===== src/rtl/sub16_serial.sv =====
// Bit-serial subtractor: diff = a - b, one bit per clock, LSB first, start/done handshake.
// Optional signed-overflow output `ovf` when SUB16_SERIAL_OVF_EN is defined.
module sub16_serial #(
  parameter int unsigned WIDTH = 16
) (
  input  logic             clk,
  input  logic             rst_n,
  input  logic             start,
  input  logic [WIDTH-1:0] a,
  input  logic [WIDTH-1:0] b,
  output logic             busy,
  output logic             done,
  output logic [WIDTH-1:0] diff,
  output logic             borrow
`ifdef SUB16_SERIAL_OVF_EN
  ,
  output logic             ovf
`endif
);

  localparam int unsigned CW = $clog2(WIDTH) + 1;
  localparam logic [CW-1:0] LAST_BIT = CW'(WIDTH - 1);

  typedef enum logic [1:0] {
    IDLE  = 2'd0,
    SHIFT = 2'd1,
    DONE  = 2'd2
  } state_t;

  state_t           state;
  logic [WIDTH-1:0] sa;
  logic [WIDTH-1:0] sb;
  logic [WIDTH-1:0] res;
  logic [CW-1:0]    count;
  logic             borrow_r;

`ifdef SUB16_SERIAL_OVF_EN
  logic a_msb;
  logic b_msb;
`endif

  // One full-subtractor bit slice on the current LSBs
  logic             a0_c;
  logic             b0_c;
  logic             d_c;
  logic             borrow_nxt_c;
  logic [WIDTH-1:0] res_nxt_c;

  assign a0_c         = sa[0];
  assign b0_c         = sb[0];
  assign d_c          = a0_c ^ b0_c ^ borrow_r;
  assign borrow_nxt_c = (~a0_c & b0_c) | (~(a0_c ^ b0_c) & borrow_r);
  assign res_nxt_c    = {d_c, res[WIDTH-1:1]};

  // Control FSM, datapath shift registers and registered outputs
  always_ff @(posedge clk or negedge rst_n) begin
    if (!rst_n) begin
      state    <= IDLE;
      sa       <= '0;
      sb       <= '0;
      res      <= '0;
      count    <= '0;
      borrow_r <= 1'b0;
      busy     <= 1'b0;
      done     <= 1'b0;
      diff     <= '0;
      borrow   <= 1'b0;
`ifdef SUB16_SERIAL_OVF_EN
      a_msb    <= 1'b0;
      b_msb    <= 1'b0;
      ovf      <= 1'b0;
`endif
    end else begin
      done <= 1'b0;
      case (state)
        // DONE accepts a new request exactly like IDLE (back-to-back)
        IDLE, DONE: begin
          if (start) begin
            sa       <= a;
            sb       <= b;
            res      <= '0;
            count    <= '0;
            borrow_r <= 1'b0;
            busy     <= 1'b1;
            state    <= SHIFT;
`ifdef SUB16_SERIAL_OVF_EN
            a_msb    <= a[WIDTH-1];
            b_msb    <= b[WIDTH-1];
`endif
          end else begin
            busy  <= 1'b0;
            state <= IDLE;
          end
        end

        SHIFT: begin
          res      <= res_nxt_c;
          sa       <= sa >> 1;
          sb       <= sb >> 1;
          borrow_r <= borrow_nxt_c;
          count    <= count + CW'(1);
          // Final bit: publish the result so it is valid during the DONE cycle
          if (count == LAST_BIT) begin
            state  <= DONE;
            done   <= 1'b1;
            busy   <= 1'b0;
            diff   <= res_nxt_c;
            borrow <= borrow_nxt_c;
`ifdef SUB16_SERIAL_OVF_EN
            ovf    <= (a_msb != b_msb) && (d_c != a_msb);
`endif
          end
        end

        default: begin
          busy  <= 1'b0;
          state <= IDLE;
        end
      endcase
    end
  end

endmodule


===== config.mk =====
export PLATFORM = sky130hd
export DESIGN_NAME = sub16_serial
export DESIGN_NICKNAME = d
export VERILOG_FILES = /design/src/rtl/sub16_serial.sv
export SDC_FILE = /design/constraint.sdc
export NUM_CORES = 1
export LEC_CHECK = 0
export ABC_AREA = 1
export BUFFER_PORTS_ARGS = -buffer_cell sky130_fd_sc_hd__buf_4
export CORE_ASPECT_RATIO = 0.9
export CORE_MARGIN = 3
export CORE_UTILIZATION = 55
export DETAILED_ROUTE_END_ITERATION = 8
export PLACE_DENSITY_LB_ADDON = 0.12
export SKIP_CTS_REPAIR_TIMING = 1
export SLEW_MARGIN = 20
export SYNTH_ARGS = -nofsm -noshare
export SYNTH_HDL_FRONTEND = slang
export SYNTH_SLANG_ARGS = --single-unit

===== constraint.sdc =====
create_clock -name clk -period 1.7 [get_ports clk]
set_input_delay 0.17 -clock clk [delete_from_list [all_inputs] [get_ports clk]]
set_output_delay 0.17 -clock clk [all_outputs]
set_load 0.01 [all_outputs]

==> metrics.md <==
| Metric | Value |
|---|---|
| M1 WL | roughly 2700 um |
| Max-cap violation count | 0 |
| DP Worst Slack | between 0.2 and 0.25 ns |
| Total grt overflow | 0 |
| Ys Warns | 0 |
| Final Max Tran Viols | 0 |
| Ant. Diodes | 0 |
| Pin count of the biggest net entering global routing | 53 |
| Number of I/O port buffers | 53 |
| RSZ-0062 raised after global routing | false |
| Nets | 476 |
| Most frequent cells in the layout | nand2_1, dfrtp_1, buf_4 |
| Syn_nets | 420 |
| Area contributors post-synth | dfrtp_1, nand2_1, inv_1 |
| CP max FO | 36 |
| Filler instances | approximately 420 |
| Num ports | 54 |
| Worst slew pin tran | 0.577 ns |
| Outcome | finished, final reports clean |
| Post-synth cell types | 17 |
| DR WL/cell | roughly 11 um |
| Worst Path Arrival | 1.70 ns |
| Tcrit/Tclk final | 87.4% |
| CORE AREA | 5410 um^2 |
| Data required, critical path | 1.92 ns |
| Clk_skew | approximately 0.0052 ns |
| Clk root buf | clkbuf_8 |
| Routed WL | just under 6000 um |
| FP Rows | 25 |
| Area leader, netlist | dfrtp_1 |
| Met2 WL | 2740 um |
| Number of antenna violations at the first check in global routing | 0 |
| Die X-Extent | 86.0 um |
| Final routed DRC violation total | 0 |
| Number of global-route vias before repair | 2,304 |
| Iteration-0 DRC Markers | 129 |
| Multi-input logic area | 1010 um^2 |
| Post-DP HPWL | 3770 um |
| Initial Utilization | around three fifths |
| Share of layout cells above drive strength 1 | 18.3% |
| Area of all placed cells without fillers | between 3000 and 4000 um^2 |
| Clock Sinks | between 70 and 80 |
| Post-Syn Instances | 382 |
| Met3 WL | 251 um |
| Seq/Total Area, Yosys | 58.5% |
| Max Fclk | 673 MHz |
| Power Density | 1860 nW/um^2 |
| Tightest Hold Check Type | in2reg |
| Clock Latency Late Sink | 0.34 ns |
| Leakage | ~2.2 nW |
| DP Area | 3640 um^2 |
| Hold Fails Final Rpt | 0 |
| Sum of negative setup slack | 0 ns |
| CTS tree | built |
| # H-tree levels | 3 |
| Clock tree buffer depth | 2 |
| Critical path endpoint category | register |
| Fin crit period | 1.49 ns |
| Clock slew at reported path FFs | ~0.070 ns |
| Vias | 2,410 |
| Final ANT Viol Nets | 0 |
| Synth top area share | roughly 58% |
| GPL Wtd Cong | 0.754 |
| Syn Area/Cell | between 8 and 9 um^2 |
| Die height | 78.0 um |
| Final setup viols | 0 |
| Max-slew headroom | 61.4% |
| Startpoint types | register |
| Die area | 6710 um^2 |
| Peak VDD IR | a little under 1000 uV |
| DR top layer | met4 |
| P&R area growth vs syn | 23.2% |
| Via/cell ratio | ~4.7 |
| Yosys reg bits | between 70 and 80 |
| Cell Area, Synth | 3170 um^2 |
| Reg area | 1850 um^2 |
| Pre-antenna DRT Iters | 4 |
| Post-route setup slack | 0.214 ns |
| CTS buffer count | 9 |
| All-Layer GR Usage | 19.4% |
| Commonest non-fill, non-tap cell in the layout | nand2_1 |
| First-pass GRT wire length | 10,300 um |
| Crit Path Category | reg2reg |
-- power by group --
part	total, mW	internal (mW)	switching, mW
clock network	1.68	1.06	0.621
logic	2.63	1.10	1.53
registers	2.97	2.56	0.406
total	7.27	4.72	2.55
-- synthesized netlist by cell type --
library cell and count:
dfrtp_1 74, nor2_1 4, o22ai_1 17, buf_2 12, nand4_1 1, or2_2 1, ha_1 2, buf_6 3
nor2_4 1, o21ai_0 18, inv_2 2, a21oi_1 1, fa_1 1, nand2_1 186, inv_1 54, nand2_2 2
nand3_1 3
-- worst max-delay path: stages, from the launching register on --
cell     delay, ns
dfrtp_1       0.40
ha_1          0.18
nand2_1       0.07
nor2_1        0.10
ha_1          0.20
nand2_2       0.08
buf_12        0.18
nand2_1       0.07
o21ai_0       0.08
-- registers in the layout (all words and copies together) (netlist names), 2 cells and up --
signal	count
res	15
count	5
sb	16
sa	16
state	2
diff	16
-- per-layer routing --
layer,vias to the layer above,GRT usage (%)
li1,1255,-
met1,1103,26.2
met2,41,30.4
met3,11,5.31
met4,0,6.65
met5,-,0
-- logic make-up (layout without fill, tap and decap cells) --
group,after synthesis,count (layout),synth area share (%)
AND/OR/NAND/NOR,198,198,24.1
AO/OA/AOI/OAI,36,36,6.36
flip-flops,74,74,58.5
buffers and inverters,71,132,9.60
adder cells (fa/ha/maj),3,3,1.42
-- worst paths after layout --
path	start	endpoint	slack [ns]	depth (start not counted)
max in group asynchronous	rst_n	sb[14]	0.88	3
worst min register to register	sa[15]	sa[15]	0.48	2
min in group asynchronous	rst_n	diff[2]	0.26	2
worst min-delay path	b[15]	sb[15]	0.03	3
worst max-delay path	count[0]	diff[14]	0.21	8
worst max register to register	count[0]	diff[14]	0.21	8
-- per-stage QoR --
step	util [%]	std cells	total power, mW	hold WS, ns
5_1_grt	72.1	510	7.92	0.0180
3_5_place_dp	67.3	493	5.65	0.0899
2_1_floorplan	-	382	4.77	-0.126
3_3_place_gp	67.3	493	5.53	0.0877
4_1_cts	71.9	509	7.36	-0.283
6_report	72.1	510	7.27	0.0288
-- layout make-up --
class | count | area share, %
clock buffers | 12 | 3.98
clock inverters | 4 | 2.50
inverters | 56 | 5.39
multi-input cells | 237 | 26.0
flip-flops and latches | 74 | 47.5
well taps | 67 | 2.15
repair buffers | 60 | 12.6
Power figures use the tool's default switching activity.
